--- src/rtl/cbf_scan_controller_if.sv ---
// Bundle of the scan controller's control, ROM, snapshot, estimator and spectrum signals.
// The controller uses the master view; the surrounding system uses the slave view.
interface cbf_scan_controller_if #(
  parameter int IQ_W    = 16,
  parameter int POWER_W = 88,
  parameter int ANGLE_W = 7
);
  localparam int VEC_W = 8 * IQ_W;

  logic               start;
  logic [ANGLE_W-1:0] cfg_first;
  logic [ANGLE_W-1:0] cfg_last;
  logic               busy;
  logic               done;
  logic [ANGLE_W-1:0] steer_addr;
  logic               steer_rd_en;
  logic [VEC_W-1:0]   steer_data;
  logic [VEC_W-1:0]   steer_vec;
  logic [VEC_W-1:0]   s_axis_tdata;
  logic               s_axis_tvalid;
  logic               s_axis_tready;
  logic [VEC_W-1:0]   est_tdata;
  logic               est_tvalid;
  logic [POWER_W-1:0] pwr_tdata;
  logic               pwr_tvalid;
  logic [POWER_W+7:0] m_axis_tdata;
  logic               m_axis_tvalid;
  logic               m_axis_tready;
  logic [ANGLE_W-1:0] peak_angle;
  logic [POWER_W-1:0] peak_power;
  logic               peak_valid;

  modport master (
    input  start, cfg_first, cfg_last, steer_data, s_axis_tdata, s_axis_tvalid,
           pwr_tdata, pwr_tvalid, m_axis_tready,
    output busy, done, steer_addr, steer_rd_en, steer_vec, s_axis_tready,
           est_tdata, est_tvalid, m_axis_tdata, m_axis_tvalid,
           peak_angle, peak_power, peak_valid
  );

  modport slave (
    output start, cfg_first, cfg_last, steer_data, s_axis_tdata, s_axis_tvalid,
           pwr_tdata, pwr_tvalid, m_axis_tready,
    input  busy, done, steer_addr, steer_rd_en, steer_vec, s_axis_tready,
           est_tdata, est_tvalid, m_axis_tdata, m_axis_tvalid,
           peak_angle, peak_power, peak_valid
  );
endinterface

--- src/rtl/cbf_scan_controller.sv ---
// Angular scan sequencer for the 4-channel CBF power estimator: loads one steering
// vector per angle, forwards SNAPSHOTS snapshots, captures the power, streams it and tracks the peak.
module cbf_scan_controller #(
  parameter int IQ_W      = 16,
  parameter int SNAPSHOTS = 8,
  parameter int POWER_W   = 88,
  parameter int ANGLE_W   = 7
) (
  input logic                 clk,
  input logic                 rst_n,
  cbf_scan_controller_if.master bus
);
  localparam int VEC_W = 8 * IQ_W;
  localparam int CNT_W = $clog2(SNAPSHOTS + 1);
  localparam logic [CNT_W-1:0] LAST_CNT = CNT_W'(SNAPSHOTS - 1);

  typedef enum logic [2:0] {
    IDLE  = 3'd0,
    EMPTY = 3'd1,
    LOAD  = 3'd2,
    LATCH = 3'd3,
    FEED  = 3'd4,
    DRAIN = 3'd5,
    EMIT  = 3'd6,
    NEXT  = 3'd7
  } state_t;

  state_t               state_r;
  logic [ANGLE_W-1:0]   first_r;
  logic [ANGLE_W-1:0]   last_r;
  logic [ANGLE_W-1:0]   angle_r;
  logic [CNT_W-1:0]     snap_cnt_r;
  logic [CNT_W-1:0]     pwr_cnt_r;
  logic                 busy_r;
  logic                 done_r;
  logic                 rd_en_r;
  logic [VEC_W-1:0]     steer_vec_r;
  logic                 tready_r;
  logic [POWER_W+7:0]   m_tdata_r;
  logic                 m_tvalid_r;
  logic [ANGLE_W-1:0]   peak_angle_r;
  logic [POWER_W-1:0]   peak_power_r;
  logic                 peak_valid_r;

  logic                 s_hs_s;
  logic                 snap_last_s;
  logic                 pwr_last_s;
  logic                 better_s;
  logic [7:0]           angle8_s;
  logic [VEC_W-1:0]     est_tdata_s;

  // Handshake, window-complete and peak-compare decodes.
  always_comb begin
    s_hs_s      = bus.s_axis_tvalid & tready_r;
    snap_last_s = s_hs_s & (snap_cnt_r == LAST_CNT);
    angle8_s    = 8'(angle_r);
    // The captured power sits in the low field of the held spectrum beat.
    better_s    = (angle_r == first_r) || (m_tdata_r[POWER_W-1:0] > peak_power_r);
    if ((state_r == FEED) || (state_r == DRAIN)) begin
      pwr_last_s = bus.pwr_tvalid & (pwr_cnt_r == LAST_CNT);
    end else begin
      pwr_last_s = 1'b0;
    end
  end

  // Snapshot pass-through, gated so nothing reaches the estimator outside FEED.
  always_comb begin
    if (tready_r) begin
      est_tdata_s = bus.s_axis_tdata;
    end else begin
      est_tdata_s = {VEC_W{1'b0}};
    end
  end

  // Scan sequencer with all outputs registered.
  always_ff @(posedge clk or negedge rst_n) begin
    if (!rst_n) begin
      state_r      <= IDLE;
      first_r      <= {ANGLE_W{1'b0}};
      last_r       <= {ANGLE_W{1'b0}};
      angle_r      <= {ANGLE_W{1'b0}};
      snap_cnt_r   <= {CNT_W{1'b0}};
      pwr_cnt_r    <= {CNT_W{1'b0}};
      busy_r       <= 1'b0;
      done_r       <= 1'b0;
      rd_en_r      <= 1'b0;
      steer_vec_r  <= {VEC_W{1'b0}};
      tready_r     <= 1'b0;
      m_tdata_r    <= {(POWER_W + 8){1'b0}};
      m_tvalid_r   <= 1'b0;
      peak_angle_r <= {ANGLE_W{1'b0}};
      peak_power_r <= {POWER_W{1'b0}};
      peak_valid_r <= 1'b0;
    end else begin
      done_r  <= 1'b0;
      rd_en_r <= 1'b0;
      case (state_r)
        IDLE: begin
          if (bus.start) begin
            first_r      <= bus.cfg_first;
            last_r       <= bus.cfg_last;
            busy_r       <= 1'b1;
            peak_valid_r <= 1'b0;
            if (bus.cfg_first > bus.cfg_last) begin
              state_r <= EMPTY;
            end else begin
              angle_r      <= bus.cfg_first;
              peak_angle_r <= {ANGLE_W{1'b0}};
              peak_power_r <= {POWER_W{1'b0}};
              rd_en_r      <= 1'b1;
              state_r      <= LOAD;
            end
          end
        end
        EMPTY: begin
          done_r  <= 1'b1;
          busy_r  <= 1'b0;
          state_r <= IDLE;
        end
        LOAD: begin
          state_r <= LATCH;
        end
        LATCH: begin
          steer_vec_r <= bus.steer_data;
          snap_cnt_r  <= {CNT_W{1'b0}};
          pwr_cnt_r   <= {CNT_W{1'b0}};
          tready_r    <= 1'b1;
          state_r     <= FEED;
        end
        FEED, DRAIN: begin
          if (s_hs_s) begin
            snap_cnt_r <= snap_cnt_r + CNT_W'(1);
          end
          if (bus.pwr_tvalid) begin
            pwr_cnt_r <= pwr_cnt_r + CNT_W'(1);
          end
          if (pwr_last_s) begin
            tready_r   <= 1'b0;
            m_tdata_r  <= {angle8_s, bus.pwr_tdata};
            m_tvalid_r <= 1'b1;
            state_r    <= EMIT;
          end else if (snap_last_s) begin
            tready_r <= 1'b0;
            state_r  <= DRAIN;
          end
        end
        EMIT: begin
          if (bus.m_axis_tready) begin
            m_tvalid_r <= 1'b0;
            if (better_s) begin
              peak_angle_r <= angle_r;
              peak_power_r <= m_tdata_r[POWER_W-1:0];
            end
            state_r <= NEXT;
          end
        end
        NEXT: begin
          if (angle_r == last_r) begin
            peak_valid_r <= 1'b1;
            done_r       <= 1'b1;
            busy_r       <= 1'b0;
            state_r      <= IDLE;
          end else begin
            angle_r <= angle_r + ANGLE_W'(1);
            rd_en_r <= 1'b1;
            state_r <= LOAD;
          end
        end
        default: begin
          tready_r   <= 1'b0;
          m_tvalid_r <= 1'b0;
          busy_r     <= 1'b0;
          state_r    <= IDLE;
        end
      endcase
    end
  end

  assign bus.busy          = busy_r;
  assign bus.done          = done_r;
  assign bus.steer_addr    = angle_r;
  assign bus.steer_rd_en   = rd_en_r;
  assign bus.steer_vec     = steer_vec_r;
  assign bus.s_axis_tready = tready_r;
  assign bus.est_tdata     = est_tdata_s;
  assign bus.est_tvalid    = bus.s_axis_tvalid & tready_r;
  assign bus.m_axis_tdata  = m_tdata_r;
  assign bus.m_axis_tvalid = m_tvalid_r;
  assign bus.peak_angle    = peak_angle_r;
  assign bus.peak_power    = peak_power_r;
  assign bus.peak_valid    = peak_valid_r;
endmodule

--- src/flat_wrapper.sv ---
// flat-port wrapper written by rule: the top's interface ports become plain ports
module cbf_scan_controller_flat 
#(
  parameter int IQ_W      = 16,
  parameter int SNAPSHOTS = 8,
  parameter int POWER_W   = 88,
  parameter int ANGLE_W   = 7
)
  (clk, rst_n, bus_start, bus_cfg_first, bus_cfg_last, bus_steer_data, bus_s_axis_tdata, bus_s_axis_tvalid, bus_pwr_tdata, bus_pwr_tvalid, bus_m_axis_tready, bus_busy, bus_done, bus_steer_addr, bus_steer_rd_en, bus_steer_vec, bus_s_axis_tready, bus_est_tdata, bus_est_tvalid, bus_m_axis_tdata, bus_m_axis_tvalid, bus_peak_angle, bus_peak_power, bus_peak_valid);
  cbf_scan_controller_if #(.IQ_W(IQ_W), .POWER_W(POWER_W), .ANGLE_W(ANGLE_W)) bus_i ();
  input logic clk;
  input logic rst_n;
  input wire logic [$bits(bus_i.start)-1:0] bus_start;
  input wire logic [$bits(bus_i.cfg_first)-1:0] bus_cfg_first;
  input wire logic [$bits(bus_i.cfg_last)-1:0] bus_cfg_last;
  input wire logic [$bits(bus_i.steer_data)-1:0] bus_steer_data;
  input wire logic [$bits(bus_i.s_axis_tdata)-1:0] bus_s_axis_tdata;
  input wire logic [$bits(bus_i.s_axis_tvalid)-1:0] bus_s_axis_tvalid;
  input wire logic [$bits(bus_i.pwr_tdata)-1:0] bus_pwr_tdata;
  input wire logic [$bits(bus_i.pwr_tvalid)-1:0] bus_pwr_tvalid;
  input wire logic [$bits(bus_i.m_axis_tready)-1:0] bus_m_axis_tready;
  output wire logic [$bits(bus_i.busy)-1:0] bus_busy;
  output wire logic [$bits(bus_i.done)-1:0] bus_done;
  output wire logic [$bits(bus_i.steer_addr)-1:0] bus_steer_addr;
  output wire logic [$bits(bus_i.steer_rd_en)-1:0] bus_steer_rd_en;
  output wire logic [$bits(bus_i.steer_vec)-1:0] bus_steer_vec;
  output wire logic [$bits(bus_i.s_axis_tready)-1:0] bus_s_axis_tready;
  output wire logic [$bits(bus_i.est_tdata)-1:0] bus_est_tdata;
  output wire logic [$bits(bus_i.est_tvalid)-1:0] bus_est_tvalid;
  output wire logic [$bits(bus_i.m_axis_tdata)-1:0] bus_m_axis_tdata;
  output wire logic [$bits(bus_i.m_axis_tvalid)-1:0] bus_m_axis_tvalid;
  output wire logic [$bits(bus_i.peak_angle)-1:0] bus_peak_angle;
  output wire logic [$bits(bus_i.peak_power)-1:0] bus_peak_power;
  output wire logic [$bits(bus_i.peak_valid)-1:0] bus_peak_valid;
  assign bus_i.start = bus_start;
  assign bus_i.cfg_first = bus_cfg_first;
  assign bus_i.cfg_last = bus_cfg_last;
  assign bus_i.steer_data = bus_steer_data;
  assign bus_i.s_axis_tdata = bus_s_axis_tdata;
  assign bus_i.s_axis_tvalid = bus_s_axis_tvalid;
  assign bus_i.pwr_tdata = bus_pwr_tdata;
  assign bus_i.pwr_tvalid = bus_pwr_tvalid;
  assign bus_i.m_axis_tready = bus_m_axis_tready;
  assign bus_busy = bus_i.busy;
  assign bus_done = bus_i.done;
  assign bus_steer_addr = bus_i.steer_addr;
  assign bus_steer_rd_en = bus_i.steer_rd_en;
  assign bus_steer_vec = bus_i.steer_vec;
  assign bus_s_axis_tready = bus_i.s_axis_tready;
  assign bus_est_tdata = bus_i.est_tdata;
  assign bus_est_tvalid = bus_i.est_tvalid;
  assign bus_m_axis_tdata = bus_i.m_axis_tdata;
  assign bus_m_axis_tvalid = bus_i.m_axis_tvalid;
  assign bus_peak_angle = bus_i.peak_angle;
  assign bus_peak_power = bus_i.peak_power;
  assign bus_peak_valid = bus_i.peak_valid;
  cbf_scan_controller #(.IQ_W(IQ_W), .SNAPSHOTS(SNAPSHOTS), .POWER_W(POWER_W), .ANGLE_W(ANGLE_W)) u_core (.clk(clk), .rst_n(rst_n), .bus(bus_i));
endmodule
--- config.mk ---
export PLATFORM = sky130hd
export DESIGN_NAME = cbf_scan_controller_flat
export DESIGN_NICKNAME = d
export VERILOG_FILES = /design/src/rtl/cbf_scan_controller_if.sv /design/src/rtl/cbf_scan_controller.sv /design/src/flat_wrapper.sv
export SDC_FILE = /design/constraint.sdc
export NUM_CORES = 1
export LEC_CHECK = 0
export CAP_MARGIN = 10
export CORE_AREA = 10 10 316 318
export CTS_CLUSTER_DIAMETER = 150
export DETAILED_ROUTE_END_ITERATION = 8
export DIE_AREA = 0 0 326 328
export PLACE_DENSITY = 0.56
export REMOVE_ABC_BUFFERS = 1
export SLEW_MARGIN = 40
export SYNTH_ARGS = -nofsm -noshare
export SYNTH_HDL_FRONTEND = slang
export SYNTH_SLANG_ARGS = --single-unit
--- constraint.sdc ---
create_clock -name clk -period 2.6 [get_ports clk]
set_input_delay 0.78 -clock clk [delete_from_list [all_inputs] [get_ports clk]]
set_output_delay 0.78 -clock clk [all_outputs]
set_load 0.1 [all_outputs]
==> results.sh <==
export IMPL_coreArea_mm2=0.09305
export IMPL_setup_ws_ns=-0.2869
export IMPL_fmax_mhz=346.4
export IMPL_tightestPinTransition_ns=0.5880
export IMPL_grt_pass1_wl_mm=135.2
export IMPL_crit_path_top_delay_cell="clkdlybuf4s50_1"
export IMPL_syn_inst=1647
export IMPL_gp_congestion=0.8756
export IMPL_grt_start_max_net_pins=94
export IMPL_period_needed_ns=2.887
export IMPL_period_share=1.110
export IMPL_p_total_w=0.04190
export IMPL_rsz0062_at_grt="true"
export IMPL_p_per_area_mw_per_mm2=1310
export IMPL_cts_htree_levels=2
export IMPL_pre_cts_ws_ns=-1.123
export IMPL_drt_initial_drc_count=868
export IMPL_hpwl_mm=78.48
export IMPL_crit_fanout=16
export IMPL_final_area_mm2=0.03197
export IMPL_io_pins=825
export IMPL_slew_headroom=0.6080
export IMPL_critPathArrivalTime_ns=3.35
export IMPL_hold_violations=0
export IMPL_finalSetupTns_ns=-24.07
export IMPL_ys_warn_count=0
export IMPL_die_y_um=328
export IMPL_dr_pass1_iters=5
export IMPL_synth_area_mm2=0.01685
export IMPL_wl_per_cell_um=24.05
export IMPL_std_cell_rows=112
export IMPL_synth_area_top_cells="dfrtp_1 (53%), nand2_1 (9.4%), mux2_2 (7.3%)"
export IMPL_ant_nets=0
export IMPL_path_clk_slew_ns=0.06
export IMPL_dr_total_vias=16446
export IMPL_ys_seq_elements=356
export IMPL_crit_path_end_kind="flop"
export IMPL_cts_sinks=356
export IMPL_area_growth_pct=89.68
export IMPL_final_util=0.3436
export IMPL_cts_max_path_buffers=3
export IMPL_routed_wl_mm=97.15
export IMPL_drc=0
export IMPL_cap_viol_max_count=0
export IMPL_setup_violations=95
export IMPL_ir_drop_v=0.001496
export IMPL_dieWidth_um=326
export IMPL_cp_start_kind="primary input"
export IMPL_status="finished, violations left"
export IMPL_drive_gt1_frac=0.4104
export IMPL_antenna_found_initial=30
export IMPL_fillers=9491
export IMPL_ys_types=56
export IMPL_synth_top_area_frac=0.5285
export IMPL_fin_worst_skew_ns=0.02701
export IMPL_design_die_area_mm2=0.1069
export IMPL_leakagePower_nw=15.73
export IMPL_clk_latency_ns=0.60
export IMPL_cts_buffers=43
export IMPL_grt_pass1_vias=17439
export IMPL_crit_path_cell_trace="clkdlybuf4s50_1 > ha_1 > o21a_1 > o21ai_2 > a21oi_4 > or3_4 > a21oi_2 > buf_6 > nand3_4 > buf_12 > buf_16 > a22o_1"
export IMPL_dpl_cell_area_mm2=0.02920
export IMPL_async_flop_share=1.000
export IMPL_cts_tree="yes"
export IMPL_start_util=0.1811
export IMPL_synth_yosys_seq_area_share=0.5285
export IMPL_final_max_slew_viol_count=0
export IMPL_grtUsageTotal=0.1737
export IMPL_violations="negative setup slack"
export IMPL_path_class="in -> reg"
export IMPL_io_buffer_count=823
export IMPL_synth_flop_cell="dfrtp_1"
export IMPL_slowest_delay_ns=0.47
export IMPL_synth_edff_count=0
export IMPL_crit_required_ns=3.06
export IMPL_postSynthAreaPerCell_um2=10.23
export IMPL_min_path_type="in -> async"
export IMPL_cts_root_buf="clkbuf_16"
export IMPL_grt_overflow=0
export IMPL_synth_top_area_cell="dfrtp_1"
export IMPL_avgViaCountPerCell=4.072
export IMPL_final_nets=3208
==> repair_timing <==
| action | CTS | global route |
|---|---|---|
| hold buffers | 0 | 0 |
| setup endpoints to repair | 162 | 211 |
| buffers inserted | 22 | 6 |
| pin swaps | 12 | 27 |
| hold endpoints to repair | 0 | 0 |
| resized for setup | 168 | 64 |
| cloned | 17 | 3 |
==> path summary, 6_finish.rpt <==
| kind | from | slack [ns] | endpoint | depth (start not counted) |
|---|---|---|---|---|
| worst min-delay path | rst_n | 0.16 | u_core.bus.peak_power[13] | 1 |
| min in group clk | u_core.bus.steer_vec[87] | 0.47 | u_core.bus.steer_vec[87] | 2 |
| worst max register to register | u_core.bus.peak_power[17] | -0.26 | u_core.bus.peak_power[81] | 14 |
| max in group asynchronous | rst_n | 1.60 | u_core.bus.steer_vec[91] | 2 |
| worst max-delay path | bus_cfg_first[2] | -0.29 | u_core.bus.peak_power[81] | 12 |
| worst min register to register | u_core.bus.steer_vec[87] | 0.47 | u_core.bus.steer_vec[87] | 2 |
==> Yosys cell counts (6+ instances only) <==
master	instances
nor2_1	30
ha_1	98
dfrtp_1	356
nand3_1	19
buf_6	6
xnor2_1	6
and2_1	132
a21oi_1	50
nand2_1	422
buf_1	8
mux2_2	109
buf_2	19
a22o_1	96
clkbuf_1	54
nand4_1	20
inv_1	103
o21ai_0	22
nor3_1	10
a21o_1	8
xor2_1	12
o21a_1	8
==> layout by cell type (no fill, tap or decap), drive strengths merged, types with 2 or more instances in the layout <==
| master | n |
|---|---|
| a211oi | 2 |
| a21o | 8 |
| a21oi | 50 |
| a221oi | 2 |
| a22o | 96 |
| and2 | 132 |
| and3 | 5 |
| buf | 777 |
| clkbuf | 69 |
| clkdlybuf4s50 | 352 |
| clkinv | 7 |
| dfrtp | 356 |
| diode | 7 |
| dlygate4sd2 | 8 |
| dlymetal6s2s | 2 |
| ha | 98 |
| inv | 105 |
| mux2 | 109 |
| mux2i | 2 |
| nand2 | 422 |
| nand2b | 2 |
| nand3 | 19 |
| nand4 | 21 |
| nor2 | 30 |
| nor2b | 5 |
| nor3 | 11 |
| nor4 | 6 |
| o211ai | 4 |
| o21a | 8 |
| o21ai | 24 |
| o22a | 2 |
| o22ai | 4 |
| o31ai | 2 |
| or2 | 2 |
| xnor2 | 6 |
| xor2 | 12 |
==> final cells by class <==
cell class,instances,area [um2],share of cell area
clock inverters,10,93.84,0.002935
inverters,103,386.6,0.01209
diodes,7,17.52,0.0005479
repair buffers,1142,11870,0.3713
multi-input cells,1100,7826,0.2448
well taps,1254,1569,0.04908
flip-flops and latches,356,8910,0.2787
clock buffers,67,1296,0.04054
==> where the power goes <==
group          switching, W  internal [W]  leakage, nW  total (W)
logic                0.0197       0.00826         10.4     0.0279
clock network       0.00257       0.00344        0.684    0.00601
registers          0.000974       0.00700         4.69    0.00798
==> cell families (layout without fill, tap and decap cells) <==
kind of cell / Yosys count / after routing / synth area share
compound gates: 212 / 212 / 0.09109
xor+xnor: 18 / 18 / 0.009353
fa+ha+maj: 98 / 98 / 0.07275
buf+inv: 192 / 1322 / 0.04714
flops: 356 / 356 / 0.5285
mux: 111 / 111 / 0.07401
other cells: 1 / 8 / 0.0002225
simple gates: 659 / 660 / 0.1769
==> sequential cells by signal (all words and copies together) (netlist names), 3 cells and up <==
register / flops
u_core.pwr_cnt_r: 4
u_core.bus.steer_vec: 128
u_core.first_r: 7
u_core.bus.steer_addr: 7
u_core.bus.m_axis_tdata: 95
u_core.bus.peak_angle: 7
u_core.state_r: 3
u_core.last_r: 7
u_core.bus.peak_power: 88
u_core.snap_cnt_r: 4
==> worst max-delay path: cells and delay by family <==
kind            cells  cell delay [ns]
buf+inv             4             0.96
simple gates        2             0.41
fa+ha+maj           1             0.33
compound gates      5             0.82
==> metrics by stage <==
stage	hold WS (ns)	cells
after CTS	0.1441	4030
after global routing	0.1574	4032
after floorplan	0.4844	1558
final	0.1561	4039
after global placement	0.4591	3914
after detailed placement	0.4634	3914
==> per-layer routing <==
metal,routed length [um],track usage,part of all wire
met2,45170,0.2837,0.46
met4,1712,0.03287,0.018
met1,41400,0.2159,0.43
met5,243,0,0.0025
met3,8623,0.06777,0.089
No activity file was read; power rests on OpenSTA's default activity.
